--- config.mk ---
export PLATFORM = sky130hd
export DESIGN_NAME = matrix_job_sequencer_flat
export DESIGN_NICKNAME = d
export VERILOG_FILES = /design/src/rtl/matrix_job_sequencer_if.sv /design/src/rtl/matrix_job_sequencer.sv /design/src/flat_wrapper.sv
export SDC_FILE = /design/constraint.sdc
export NUM_CORES = 1
export LEC_CHECK = 0
export BUFFER_PORTS_ARGS = -buffer_cell sky130_fd_sc_hd__buf_2
export CORE_AREA = 2 2 266 268
export DETAILED_ROUTE_END_ITERATION = 7
export DIE_AREA = 0 0 268 270
export PLACE_DENSITY_LB_ADDON = 0.2
export SYNTH_ARGS = -nofsm -noshare
export SYNTH_HDL_FRONTEND = slang
export SYNTH_SLANG_ARGS = --single-unit
--- constraint.sdc ---
create_clock -name clk -period 26.3 [get_ports clk]
set_clock_uncertainty 0.2 [all_clocks]
set_input_delay 3.945 -clock clk [delete_from_list [all_inputs] [get_ports clk]]
set_output_delay 3.945 -clock clk [all_outputs]
set_load 0.02 [all_outputs]
--- src/rtl/matrix_job_sequencer_if.sv ---
// rtl/matrix_job_sequencer_if.sv - command, memory, coprocessor and response bundle for matrix_job_sequencer
interface matrix_job_sequencer_if #(
  parameter int N_ELEM = 25,
  parameter int ADDR_W = 7
);
  // command channel
  logic                  cmd_valid;
  logic                  cmd_ready;
  logic [2:0]            cmd_op;
  logic [7:0]            cmd_scalar;
  logic [ADDR_W-1:0]     cmd_src_base;
  logic [ADDR_W-1:0]     cmd_dst_base;

  // single-port operand/result memory
  logic [ADDR_W-1:0]     mem_addr;
  logic                  mem_wren;
  logic [15:0]           mem_wdata;
  logic [15:0]           mem_rdata;

  // matrix coprocessor
  logic [2:0]            cop_op;
  logic [7:0]            cop_scalar;
  logic [8*N_ELEM-1:0]   cop_matrix_a;
  logic [8*N_ELEM-1:0]   cop_matrix_b;
  logic                  cop_start;
  logic                  cop_done;
  logic [8*N_ELEM-1:0]   cop_result;
  logic                  cop_overflow;

  // response channel
  logic                  rsp_valid;
  logic                  rsp_ready;
  logic                  rsp_overflow;
  logic                  rsp_timeout;

  // status
  logic                  busy;
  logic [2:0]            state_dbg;

  // sequencer side
  modport master (
    input  cmd_valid, cmd_op, cmd_scalar, cmd_src_base, cmd_dst_base,
    output cmd_ready,
    output mem_addr, mem_wren, mem_wdata,
    input  mem_rdata,
    output cop_op, cop_scalar, cop_matrix_a, cop_matrix_b, cop_start,
    input  cop_done, cop_result, cop_overflow,
    output rsp_valid, rsp_overflow, rsp_timeout,
    input  rsp_ready,
    output busy, state_dbg
  );

  // host, memory and coprocessor side
  modport slave (
    output cmd_valid, cmd_op, cmd_scalar, cmd_src_base, cmd_dst_base,
    input  cmd_ready,
    input  mem_addr, mem_wren, mem_wdata,
    output mem_rdata,
    input  cop_op, cop_scalar, cop_matrix_a, cop_matrix_b, cop_start,
    output cop_done, cop_result, cop_overflow,
    input  rsp_valid, rsp_overflow, rsp_timeout,
    output rsp_ready,
    input  busy, state_dbg
  );
endinterface

--- src/rtl/matrix_job_sequencer.sv ---
// rtl/matrix_job_sequencer.sv - job sequencer feeding the 5x5 matrix coprocessor from a 128x16 memory
module matrix_job_sequencer #(
  parameter int N_ELEM      = 25,
  parameter int ADDR_W      = 7,
  parameter int RD_LAT      = 1,
  parameter int CALC_CYCLES = 70
) (
  input  logic                   clk,
  input  logic                   rst,
  matrix_job_sequencer_if.master bus
);
  localparam int MAT_W    = 8 * N_ELEM;
  localparam int RD_TOTAL = N_ELEM + RD_LAT;
  localparam int CNT_MAX  = (CALC_CYCLES > RD_TOTAL) ? CALC_CYCLES : RD_TOTAL;
  localparam int CNT_W    = $clog2(CNT_MAX + 1);

  typedef enum logic [2:0] {
    S_IDLE  = 3'd0,
    S_READ  = 3'd1,
    S_CALC  = 3'd2,
    S_WRITE = 3'd3,
    S_RESP  = 3'd4
  } state_t;

  state_t             state;
  logic [CNT_W-1:0]   cnt;
  logic [ADDR_W-1:0]  src_base;
  logic [ADDR_W-1:0]  dst_base;
  logic [2:0]         op_q;
  logic [7:0]         scalar_q;
  logic [MAT_W-1:0]   mat_a;
  logic [MAT_W-1:0]   mat_b;
  logic [MAT_W-1:0]   res_sh;
  logic [ADDR_W-1:0]  mem_addr_q;
  logic               mem_wren_q;
  logic [15:0]        mem_wdata_q;
  logic               cop_start_q;
  logic               rsp_valid_q;
  logic               rsp_ovf_q;
  logic               rsp_to_q;

  // One shared counter walks READ cycles, CALC budget and WRITE elements.
  // The next element's address offset is cnt+1, wrapped to the address width
  // so that bases near the top of memory roll over to 0.
  logic [CNT_W-1:0]   cnt_inc;
  logic [ADDR_W-1:0]  addr_off;
  logic               calc_exit;

  assign cnt_inc   = cnt + CNT_W'(1);
  assign addr_off  = ADDR_W'(cnt_inc);
  assign calc_exit = bus.cop_done || (cnt == CNT_W'(CALC_CYCLES - 1));

  // Job FSM: accept, stream operands in, run coprocessor, stream results out, respond
  always_ff @(posedge clk or posedge rst) begin
    if (rst) begin
      state       <= S_IDLE;
      cnt         <= '0;
      src_base    <= '0;
      dst_base    <= '0;
      op_q        <= '0;
      scalar_q    <= '0;
      mat_a       <= '0;
      mat_b       <= '0;
      res_sh      <= '0;
      mem_addr_q  <= '0;
      mem_wren_q  <= 1'b0;
      mem_wdata_q <= '0;
      cop_start_q <= 1'b0;
      rsp_valid_q <= 1'b0;
      rsp_ovf_q   <= 1'b0;
      rsp_to_q    <= 1'b0;
    end else begin
      case (state)
        S_IDLE: begin
          if (bus.cmd_valid) begin
            op_q       <= bus.cmd_op;
            scalar_q   <= bus.cmd_scalar;
            src_base   <= bus.cmd_src_base;
            dst_base   <= bus.cmd_dst_base;
            mem_addr_q <= bus.cmd_src_base;
            cnt        <= '0;
            rsp_ovf_q  <= 1'b0;
            rsp_to_q   <= 1'b0;
            state      <= S_READ;
          end
        end

        S_READ: begin
          // Data for the address issued RD_LAT cycles ago is on mem_rdata now.
          // Shifting in from the top leaves element 0 at bits [7:0] after the
          // last capture.
          if (cnt >= CNT_W'(RD_LAT)) begin
            mat_a <= {bus.mem_rdata[7:0],  mat_a[MAT_W-1:8]};
            mat_b <= {bus.mem_rdata[15:8], mat_b[MAT_W-1:8]};
          end
          if (cnt < CNT_W'(N_ELEM - 1)) begin
            mem_addr_q <= src_base + addr_off;
          end else begin
            mem_addr_q <= '0;
          end
          if (cnt == CNT_W'(RD_TOTAL - 1)) begin
            cnt         <= '0;
            cop_start_q <= 1'b1;
            state       <= S_CALC;
          end else begin
            cnt <= cnt_inc;
          end
        end

        S_CALC: begin
          // done takes priority over the budget when both land together
          if (calc_exit) begin
            rsp_to_q    <= ~bus.cop_done;
            rsp_ovf_q   <= bus.cop_overflow;
            res_sh      <= bus.cop_result >> 8;
            mem_wdata_q <= {8'h00, bus.cop_result[7:0]};
            mem_addr_q  <= dst_base;
            mem_wren_q  <= 1'b1;
            cop_start_q <= 1'b0;
            cnt         <= '0;
            state       <= S_WRITE;
          end else begin
            cnt <= cnt_inc;
          end
        end

        S_WRITE: begin
          if (cnt == CNT_W'(N_ELEM - 1)) begin
            mem_wren_q  <= 1'b0;
            mem_addr_q  <= '0;
            mem_wdata_q <= '0;
            cnt         <= '0;
            rsp_valid_q <= 1'b1;
            state       <= S_RESP;
          end else begin
            cnt         <= cnt_inc;
            mem_addr_q  <= dst_base + addr_off;
            mem_wdata_q <= {8'h00, res_sh[7:0]};
            res_sh      <= res_sh >> 8;
          end
        end

        S_RESP: begin
          if (bus.rsp_ready) begin
            rsp_valid_q <= 1'b0;
            state       <= S_IDLE;
          end
        end

        default: state <= S_IDLE;
      endcase
    end
  end

  assign bus.cmd_ready    = (state == S_IDLE);
  assign bus.busy         = (state != S_IDLE);
  assign bus.state_dbg    = state;
  assign bus.mem_addr     = mem_addr_q;
  assign bus.mem_wren     = mem_wren_q;
  assign bus.mem_wdata    = mem_wdata_q;
  assign bus.cop_op       = op_q;
  assign bus.cop_scalar   = scalar_q;
  assign bus.cop_matrix_a = mat_a;
  assign bus.cop_matrix_b = mat_b;
  assign bus.cop_start    = cop_start_q;
  assign bus.rsp_valid    = rsp_valid_q;
  assign bus.rsp_overflow = rsp_ovf_q;
  assign bus.rsp_timeout  = rsp_to_q;
endmodule
--- src/flat_wrapper.sv ---
// flat-port wrapper written by rule: the top's interface ports become plain ports
module matrix_job_sequencer_flat 
#(
  parameter int N_ELEM      = 25,
  parameter int ADDR_W      = 7,
  parameter int RD_LAT      = 1,
  parameter int CALC_CYCLES = 70
)
  (clk, rst, bus_cmd_valid, bus_cmd_op, bus_cmd_scalar, bus_cmd_src_base, bus_cmd_dst_base, bus_cmd_ready, bus_mem_addr, bus_mem_wren, bus_mem_wdata, bus_mem_rdata, bus_cop_op, bus_cop_scalar, bus_cop_matrix_a, bus_cop_matrix_b, bus_cop_start, bus_cop_done, bus_cop_result, bus_cop_overflow, bus_rsp_valid, bus_rsp_overflow, bus_rsp_timeout, bus_rsp_ready, bus_busy, bus_state_dbg);
  matrix_job_sequencer_if #(.N_ELEM(N_ELEM), .ADDR_W(ADDR_W)) bus_i ();
  input  logic clk;
  input  logic rst;
  input wire logic [$bits(bus_i.cmd_valid)-1:0] bus_cmd_valid;
  input wire logic [$bits(bus_i.cmd_op)-1:0] bus_cmd_op;
  input wire logic [$bits(bus_i.cmd_scalar)-1:0] bus_cmd_scalar;
  input wire logic [$bits(bus_i.cmd_src_base)-1:0] bus_cmd_src_base;
  input wire logic [$bits(bus_i.cmd_dst_base)-1:0] bus_cmd_dst_base;
  output wire logic [$bits(bus_i.cmd_ready)-1:0] bus_cmd_ready;
  output wire logic [$bits(bus_i.mem_addr)-1:0] bus_mem_addr;
  output wire logic [$bits(bus_i.mem_wren)-1:0] bus_mem_wren;
  output wire logic [$bits(bus_i.mem_wdata)-1:0] bus_mem_wdata;
  input wire logic [$bits(bus_i.mem_rdata)-1:0] bus_mem_rdata;
  output wire logic [$bits(bus_i.cop_op)-1:0] bus_cop_op;
  output wire logic [$bits(bus_i.cop_scalar)-1:0] bus_cop_scalar;
  output wire logic [$bits(bus_i.cop_matrix_a)-1:0] bus_cop_matrix_a;
  output wire logic [$bits(bus_i.cop_matrix_b)-1:0] bus_cop_matrix_b;
  output wire logic [$bits(bus_i.cop_start)-1:0] bus_cop_start;
  input wire logic [$bits(bus_i.cop_done)-1:0] bus_cop_done;
  input wire logic [$bits(bus_i.cop_result)-1:0] bus_cop_result;
  input wire logic [$bits(bus_i.cop_overflow)-1:0] bus_cop_overflow;
  output wire logic [$bits(bus_i.rsp_valid)-1:0] bus_rsp_valid;
  output wire logic [$bits(bus_i.rsp_overflow)-1:0] bus_rsp_overflow;
  output wire logic [$bits(bus_i.rsp_timeout)-1:0] bus_rsp_timeout;
  input wire logic [$bits(bus_i.rsp_ready)-1:0] bus_rsp_ready;
  output wire logic [$bits(bus_i.busy)-1:0] bus_busy;
  output wire logic [$bits(bus_i.state_dbg)-1:0] bus_state_dbg;
  assign bus_i.cmd_valid = bus_cmd_valid;
  assign bus_i.cmd_op = bus_cmd_op;
  assign bus_i.cmd_scalar = bus_cmd_scalar;
  assign bus_i.cmd_src_base = bus_cmd_src_base;
  assign bus_i.cmd_dst_base = bus_cmd_dst_base;
  assign bus_cmd_ready = bus_i.cmd_ready;
  assign bus_mem_addr = bus_i.mem_addr;
  assign bus_mem_wren = bus_i.mem_wren;
  assign bus_mem_wdata = bus_i.mem_wdata;
  assign bus_i.mem_rdata = bus_mem_rdata;
  assign bus_cop_op = bus_i.cop_op;
  assign bus_cop_scalar = bus_i.cop_scalar;
  assign bus_cop_matrix_a = bus_i.cop_matrix_a;
  assign bus_cop_matrix_b = bus_i.cop_matrix_b;
  assign bus_cop_start = bus_i.cop_start;
  assign bus_i.cop_done = bus_cop_done;
  assign bus_i.cop_result = bus_cop_result;
  assign bus_i.cop_overflow = bus_cop_overflow;
  assign bus_rsp_valid = bus_i.rsp_valid;
  assign bus_rsp_overflow = bus_i.rsp_overflow;
  assign bus_rsp_timeout = bus_i.rsp_timeout;
  assign bus_i.rsp_ready = bus_rsp_ready;
  assign bus_busy = bus_i.busy;
  assign bus_state_dbg = bus_i.state_dbg;
  matrix_job_sequencer #(.N_ELEM(N_ELEM), .ADDR_W(ADDR_W), .RD_LAT(RD_LAT), .CALC_CYCLES(CALC_CYCLES)) u_core (.clk(clk), .rst(rst), .bus(bus_i));
endmodule
* After elaboration in Yosys (flattened, before gate mapping) *
Index checks and enable logic that the tools add are counted.

word-level totals
  flip-flop bits (word level) = 663
  bits in latches = 0
  bits in writable memories = 0
  memory bits (read-only) = 0
  input port bits = 247
  output and inout port bits = 444
  word-level logic and storage cells = 90
  memories = 0

operators by class
  add/subtract/negate cells = 3
  multipliers = 0
  div/mod/pow operators = 0
  magnitude comparators = 2
  eq/ne operators = 13
  shifts and indexed selects = 0
  multiplexer cells = 36
  bitwise gates (word level) = 1
  reduce and logical (&&, ||, !) cells = 19

operators by type and width
  kind                                                                count
  two-way mux 200 bit                                                 2
  one-hot mux 200 bit (2 select lines)                                1
  two-way mux 7 bit                                                   8
  one-hot mux 7 bit (4 select lines)                                  2
  one-hot mux 16 bit (2 select lines)                                 1
  AND reduction 3 bit                                                 6
  two-way mux 16 bit                                                  1
  two-way mux 3 bit                                                   5
  one-hot mux 3 bit (5 select lines)                                  1
  adder 7 bit                                                         2
  == test 7 x 5 -> 1 bit (second input constant)                      2
  one-hot mux 1 bit (2 select lines)                                  5
  two-way mux 1 bit                                                   9
  two-way mux 8 bit                                                   1
  AND reduction 2 bit                                                 4
  nonzero test 2 bit                                                  4
  adder 7 x 1 -> 7 bit (second input constant)                        1
  == test 7 bit (second input constant)                               1
  greater-or-equal comparator 7 x 1 -> 1 bit (second input constant)  1
  < comparator 7 x 5 -> 1 bit (second input constant)                 1
  == test 3 x 2 -> 1 bit (second input constant)                      2
  != test 2 x 1 -> 1 bit (second input constant)                      3
  != test 2 bit (second input constant)                               3
  AND reduction 5 bit                                                 1
  other kinds (7)                                                     7

* Logic depth before layout (Yosys ltp) *
Gate-level depths: netlist of run 1.

  word-level depth = 4
  gate-level depth with buffers = 10

* Worst setup path before layout of run 1 *
No wires, ideal clock.

  kind = reg-to-output
  start point = register u_core.state[2], in the netlist u_core.bus.state_dbg[2]
  end point = output port bus_cmd_ready
  arrival = 1.277 ns
  data required time = 22.155 ns
  setup slack = 20.878 ns
  cell stages (with the launch flop) = 4
  path buffers = 1
  cells stage by stage = dfrtp_1 clkbuf_1 or3_1 inv_1

on the way
  longest elaborated chain between the ends = 1

RTL lines
  what                    line                         source
  start, declared         matrix_job_sequencer.sv:25   state_t state;
  start signal, assigned  matrix_job_sequencer.sv:56   state <= S_IDLE;
  start signal, assigned  matrix_job_sequencer.sv:84   state <= S_READ;
  start signal, assigned  matrix_job_sequencer.sv:104  state <= S_CALC;
  logical NOT 3 bit       matrix_job_sequencer.sv:155  assign bus.cmd_ready = (state == S_IDLE);
  end, declared           flat_wrapper.sv:18           output wire logic [$bits(bus_i.cmd_ready)-1:0] bus_cmd_ready;

Every way passes these cells.

==> flow_metrics.tcl, run 1 <==
set metrics [dict create \
    status "completed" \
    grt.overflow.total 0 \
    ctsHoldBuffers 0 \
    finalPower_mw 5.360 \
    power.share.clock 0.182 \
    fill_cells 6384 \
    ir_drop_mv 0.1266 \
    antenna_found_initial 35 \
    fp.dieH_um 270 \
    syn-cell-area_um2 27090 \
    power_density_nw_per_um2 160.2 \
    dr.first_iter.drc_count 980 \
    pin_count 691 \
    yosys_register_bits 647 \
    reg2reg_from "u_core.cnt[1]" \
    worstPathMaxFanout 165 \
    grt_max_degree 210 \
    synth_compound_area_frac 0.06813 \
    drive_gt1_frac 0.3792 \
    reg2reg_slack_ps 22380 \
    hp-start "u_core.bus.cop_matrix_a[3]" \
    crit_required_ps 26730 \
    synthXorXnorAreaFrac 0.004712 \
    ys_seq_area_frac 0.5977 \
    grt_usage 0.1970 \
    vias 17620 \
    hold_viol_final 0 \
    layout.cells.non_filler 3654 \
    root_buffer "clkbuf_16" \
    drc 0 \
    end_kind "async pin" \
    port_buffers 682 \
    cp_common_cell "buf_4" \
    ctsResizeCount 0 \
    cts_setup_buffers 0 \
    cap_viol_max_count 0 \
    seq_power_share 0.351 \
    place.gp.congestion 0.8401 \
    period_share 0.2558 \
    grt_pass1_wl_um 109700 \
    slowest_stage "buf_4" \
    drv_slew 0 \
    whs_path_depth 1 \
    path_class "input pin to async pin" \
    cts_buffers 72 \
    synthCells 2002 \
    power_leakage_nw 16.24 \
    p_sw_frac 0.4131 \
    maxSlewHeadroom 0.02911 \
    timing.rr.end "u_core.res_sh[159]" \
    synthAdderAreaFrac 0.008407 \
    place_hpwl_um 51800 \
    avgRoutedWirePerCell_um 19.84 \
    r2r_cells 9 \
    core-area_um2 69540 \
    syn_area_per_cell_um2 13.53 \
    cts_buffer_depth 3 \
    cts.htree.levels 3 \
    synthToLayoutAreaGrowth_pct 23.50 \
    synth-warning-count 0 \
    die_w_um 268 \
    final.setup.tns_ps 0 \
    holdWs_ps 288.9 \
    rows 97 \
    async_reset_ff_frac 1.000 \
    viasPerCell 4.822 \
    clkSlewWorstSetupHoldPaths_ps 60 \
    switchingPower_mw 2.214 \
    tightest_slew_ps 1456 \
    crit_chain "buf_2, inv_8, buf_12, buf_4, buf_4" \
    drt_wl_total_um 72500 \
    period_minus_slack_ps 6726 \
    dpl-instance-area_um2 31140 \
    multi_input_area_um2 10110 \
    min_to "u_core.bus.cop_matrix_a[3]" \
    dp.cells 3515 \
    start_kind "input pin" \
    internal_power_mw 3.146 \
    crit_family "buffers and inverters" \
    finalSetupViolCount 0 \
    drt_pass1_iterations 5 \
    synth_edf_count 0 \
    nets 2913 \
    die_area_um2 72360 \
    hold_path.class "register to register" \
    p_comb_frac 0.468 \
    tritoncts "done" \
    synth_top_family_by_area "multiplexers" \
    crit_buf_inv 5 \
    max_freq_ghz 0.1487 \
    grt_pass1_vias 18140 \
    initial_core_util 0.3895 \
    rsz0062_at_grt "no" \
    synth_mux_area_frac 0.2438 \
    synth_cell_type_count 63 \
    clock-sinks 647 \
    clk_latency_ps 610 \
    slowest_delay_ps 750 \
    synth-simple-area-share 0.04578 \
    seqCellArea_um2 16190 \
    final_area_um2 33450 \
    crit_arrival_ps 7160 \
    detail-route-antenna-nets 0 \
    synth_flop_cell "dfrtp_1" \
]
==> registers in the layout (all words and copies together), names as in the netlist <==
name,count
u_core.bus.cop_matrix_a,200
u_core.bus.cop_matrix_b,200
u_core.bus.cop_op,3
u_core.bus.cop_scalar,8
u_core.bus.cop_start,1
u_core.bus.mem_addr,7
u_core.bus.mem_wdata,8
u_core.bus.mem_wren,1
u_core.bus.rsp_overflow,1
u_core.bus.rsp_timeout,1
u_core.bus.rsp_valid,1
u_core.bus.state_dbg,3
u_core.cnt,7
u_core.dst_base,7
u_core.res_sh,192
u_core.src_base,7
==> metal layers <==
metal / wire, um / part of all wire / track usage / up-vias
li1: - / - / - / 8349
met2: 35080 / 0.48 / 0.3201 / 446
met4: 2371 / 0.033 / 0.08468 / 34
met5: 218 / 0.0030 / 0 / -
met1: 29960 / 0.41 / 0.2435 / 8636
met3: 4867 / 0.067 / 0.05808 / 153
==> cells in the mapped netlist, types with 3 or more instances <==
cell / count / area share
inv_1: 14 / 0.0019
mux2i_1: 184 / 0.068
a221oi_1: 4 / 0.0013
o22ai_1: 3 / 0.00069
xnor2_1: 8 / 0.0026
ha_1: 15 / 0.0069
mux2_1: 300 / 0.12
buf_6: 19 / 0.0079
a31oi_1: 6 / 0.0014
o21a_1: 3 / 0.00083
buf_1: 5 / 0.00069
mux2_2: 123 / 0.051
nand2_1: 44 / 0.0061
xor2_1: 4 / 0.0013
nor3_1: 3 / 0.00055
o211ai_1: 3 / 0.00083
buf_4: 20 / 0.0055
o21ai_0: 32 / 0.0059
clkbuf_1: 22 / 0.0030
a21oi_1: 120 / 0.022
nor2_1: 212 / 0.029
a22o_1: 4 / 0.0013
dfrtp_1: 647 / 0.60
nand3_1: 4 / 0.00074
a21oi_2: 86 / 0.028
nand2b_1: 4 / 0.00092
buf_2: 65 / 0.012
nand3b_1: 4 / 0.0011
==> stage by stage <==
step | setup WS [ps] | util
3_5_place_dp | 18840 | 0.4478
5_1_grt | 19070 | 0.4809
4_1_cts | 19510 | 0.4805
6_report | 19570 | 0.4810
3_3_place_gp | 18950 | 0.4478
2_1_floorplan | 4028 | -
==> placed cells by master, fill, tap and decap left out, types with 4 or more instances in the layout <==
cell	n
nand3b_1	4
diode_2	16
nor2_1	212
a21oi_1	120
nand2b_1	4
nand2_1	44
xnor2_1	8
mux2i_1	184
buf_12	6
buf_2	682
clkbuf_1	25
a22o_1	4
clkbuf_16	73
mux2_1	300
mux2_2	123
buf_4	9
o21ai_0	32
conb_1	8
clkbuf_8	11
a221oi_1	4
a21oi_2	86
a31oi_1	5
dfrtp_1	647
xor2_1	4
ha_1	15
nand3_1	4
inv_1	13
clkinv_2	5
==> cell type report <==
class	count	area share
timing repair buffer	697	0.1076
multi-input combinational	1216	0.3021
inverter	15	0.001907
tap	940	0.03516
sequential	647	0.4840
clock inverter	14	0.006059
clock buffer	109	0.06194
antenna	16	0.001197
==> cells by family after synthesis <==
| kind of cell | count (synthesis) |
|---|---|
| flops | 647 |
| mux | 607 |
| simple gates | 294 |
| compound gates | 277 |
| buf+inv | 146 |
| fa+ha+maj | 17 |
| xor+xnor | 13 |
| other cells | 1 |
==> worst max path at each step <==
| stage | end | startpoint | cells after the start |
|---|---|---|---|
| floorplan | u_core.bus.cop_matrix_a[0] | rst | 1 |
| global placement | u_core.res_sh[127] | rst | 5 |
| detailed placement | u_core.res_sh[126] | rst | 5 |
| CTS | u_core.res_sh[147] | rst | 5 |
| global route | u_core.res_sh[161] | rst | 5 |
| finish | u_core.res_sh[155] | rst | 5 |
==> power groups by stage <==
stage / logic (mW) / clock network (mW) / registers [mW]
CTS: 2.53 / 1.00 / 1.89
finish: 2.51 / 0.973 / 1.88
floorplan: 1.45 / 0 / 2.23
detailed placement: 2.52 / 0 / 1.90
global route: 2.70 / 1.05 / 1.95
global placement: 2.46 / 0 / 1.88
No activity file was read; power rests on OpenSTA's default activity.
==> run 2, diff against run 1 <==
--- a/config.mk
+++ b/config.mk
@@ -5,10 +5,11 @@
 export SDC_FILE = /design/constraint.sdc
 export NUM_CORES = 1
 export LEC_CHECK = 0
+export ABC_AREA = 1
 export BUFFER_PORTS_ARGS = -buffer_cell sky130_fd_sc_hd__buf_2
-export CORE_AREA = 2 2 266 268
+export CORE_AREA = 2 2 267 269
 export DETAILED_ROUTE_END_ITERATION = 7
-export DIE_AREA = 0 0 268 270
+export DIE_AREA = 0 0 269 271
 export PLACE_DENSITY_LB_ADDON = 0.2
 export SYNTH_ARGS = -nofsm -noshare
 export SYNTH_HDL_FRONTEND = slang
==> constraint.sdc (replaced) <==
create_clock -name clk -period 5.6 [get_ports clk]
set_clock_uncertainty 0.2 [all_clocks]
set_input_delay 0.84 -clock clk [delete_from_list [all_inputs] [get_ports clk]]
set_output_delay 0.84 -clock clk [all_outputs]
set_load 0.02 [all_outputs]
==> flow_metrics.tcl, run 2 <==
set metrics [dict create \
    status "completed" \
    synthCells 3333 \
    ctsHoldBuffers 0 \
    crit_required_ps 5850 \
    maxSlewHeadroom 0.1159 \
    dr.first_iter.drc_count 2154 \
    tightest_slew_ps 1326 \
    syn-cell-area_um2 27890 \
    r2r_cells 7 \
    syn_area_per_cell_um2 8.368 \
    synthToLayoutAreaGrowth_pct 23.58 \
    end_kind "register" \
    fill_cells 6825 \
    clock-sinks 647 \
    finalPower_mw 21.75 \
    place_ws_ps 1909 \
    drv_slew 0 \
    rsz0062_at_grt "no" \
    vias 24140 \
    synth_area_leader_cell "dfrtp_1" \
    top_layer_used "met5" \
    yosysMostFrequentCell "nand2_1" \
    die_area_um2 72900 \
    hold_path.class "input pin to async pin" \
    crit_arrival_ps 3930 \
    antenna_found_initial 27 \
    detail-route-antenna-nets 0 \
    path_class "register to register" \
    most-common-layout-cells "nand2_1, buf_2, dfrtp_1" \
    power_leakage_nw 19.38 \
    period_share 0.6586 \
    cts.htree.levels 3 \
    async_reset_ff_frac 1.000 \
    viasPerCell 4.917 \
    drc 0 \
    period_minus_slack_ps 3688 \
    nets 4163 \
    ir_drop_mv 0.6730 \
    met1Wirelength_um 35320 \
    max_freq_ghz 0.2711 \
    synth_top_area_frac 0.5805 \
    cts_buffers 73 \
    synth_commonest_cells "nand2_1, dfrtp_1, nand3_1" \
    cts_setup_buffers 0 \
    postLayoutCoreUtil 0.4939 \
    worstPathMaxFanout 158 \
    power_density_nw_per_um2 630.9 \
    pin_count 691 \
    avgRoutedWirePerCell_um 17.88 \
    drive_gt1_frac 0.2164 \
    hold_viol_final 0 \
    yosys_register_bits 647 \
    synth_area_leaders "dfrtp_1, nand2_1, nand3_1, o21ai_0, inv_1" \
    fp.dieH_um 271 \
    tritoncts "done" \
    worst_slack_ps 1912 \
    synth_edf_count 0 \
    drt_wl_total_um 87780 \
    drt_pass1_iterations 5 \
    place.gp.congestion 0.8542 \
    clk_latency_ps 610 \
    synth-warning-count 0 \
    core-area_um2 69790 \
    grt_pass1_wl_um 135000 \
    mostFrequentLayoutCell "nand2_1" \
    synth_flop_cell "dfrtp_1" \
    place_hpwl_um 61220 \
    rows 97 \
    start_kind "register" \
    clkSlewWorstSetupHoldPaths_ps 60 \
    met3_length_um 6595 \
    grt.overflow.total 0 \
    met2WireLength_um 43110 \
    cts_buffer_depth 3 \
    ctsResizeCount 0 \
    finalSetupViolCount 0 \
    ys_seq_area_frac 0.5805 \
    synth_cell_type_count 33 \
    die_w_um 269 \
    grt_pass1_vias 23050 \
    port_buffers 682 \
    grt_usage 0.2376 \
    grt_max_degree 308 \
    cap_viol_max_count 0 \
    initial_core_util 0.3997 \
    root_buffer "clkbuf_16" \
]
run 2: worst paths after layout:
check	from	to	slack, ps
max in group asynchronous	rst	u_core.bus.cop_matrix_b[25]	3830
min	rst	u_core.bus.cop_matrix_a[144]	90
max reg2reg	u_core.bus.state_dbg[2]	u_core.bus.cop_matrix_b[10]	1910
max	u_core.bus.state_dbg[2]	u_core.bus.cop_matrix_b[10]	1910
min reg2reg	u_core.bus.cop_matrix_a[3]	u_core.bus.cop_matrix_a[3]	260
min in group clk	bus_cop_done	u_core.bus.rsp_timeout	230
run 2: cell families (layout without fill, tap and decap cells):
| group | count (synthesis) | in the layout | synth area share |
|---|---|---|---|
| and+or+nand+nor | 1692 | 1692 | 0.2476 |
| DFF | 647 | 647 | 0.5805 |
| buffers and inverters | 486 | 1101 | 0.07011 |
| AOI/OAI and AO/OA | 470 | 470 | 0.08573 |
| adders and majority gates | 17 | 17 | 0.008164 |
| muxes | 17 | 17 | 0.006863 |
| xor gates and xnor gates | 3 | 3 | 0.0009422 |
| other | 1 | 22 | 0.0001344 |
run 2: per-layer routing:
layer  track usage  vias up
met1        0.2983    11460
met2        0.3924      733
met5             0        -
li1              -    11770
met4       0.08596       26
met3       0.06371      152
run 2: final cells by class:
type / count / area, um^2 / area share
sequential: 647 / 16190 / 0.4697
multi-input combinational: 2207 / 9804 / 0.2844
timing repair buffer: 710 / 3761 / 0.1091
clock buffer: 106 / 2155 / 0.06251
tap: 940 / 1176 / 0.03412
inverter: 260 / 987.2 / 0.02864
clock inverter: 25 / 360.3 / 0.01045
antenna: 14 / 35.03 / 0.001016
run 2: stage by stage:
step / hold WS [ps] / instance area (um^2) / TNS (ps) / cells
final: 92.67 / 34470 / 0 / 4909
after global routing: 98.28 / 34460 / 0 / 4907
after CTS: 67.35 / 34430 / 0 / 4895
after detailed placement: 253.1 / 31920 / 0 / 4764
after global placement: 249.6 / 31920 / 0 / 4764
after floorplan: 259.4 / 27920 / -2769570 / 3340
run 2: critical path, cell delays in order, from the launching register on:
cell     delay (ps)
dfrtp_1         420
inv_1           140
nand3_1         230
inv_8           740
nand2_4         670
buf_4           650
nor2_1          230
a21oi_1          60
run 2: where the power goes:
part	total, mW	switching (mW)	internal (mW)	leakage, nW
Combinational	9.20	6.68	2.52	9.68
Sequential	7.56	1.14	6.42	8.47
Clock	4.99	1.98	3.01	1.23
Total	21.7	9.80	12.0	19.4
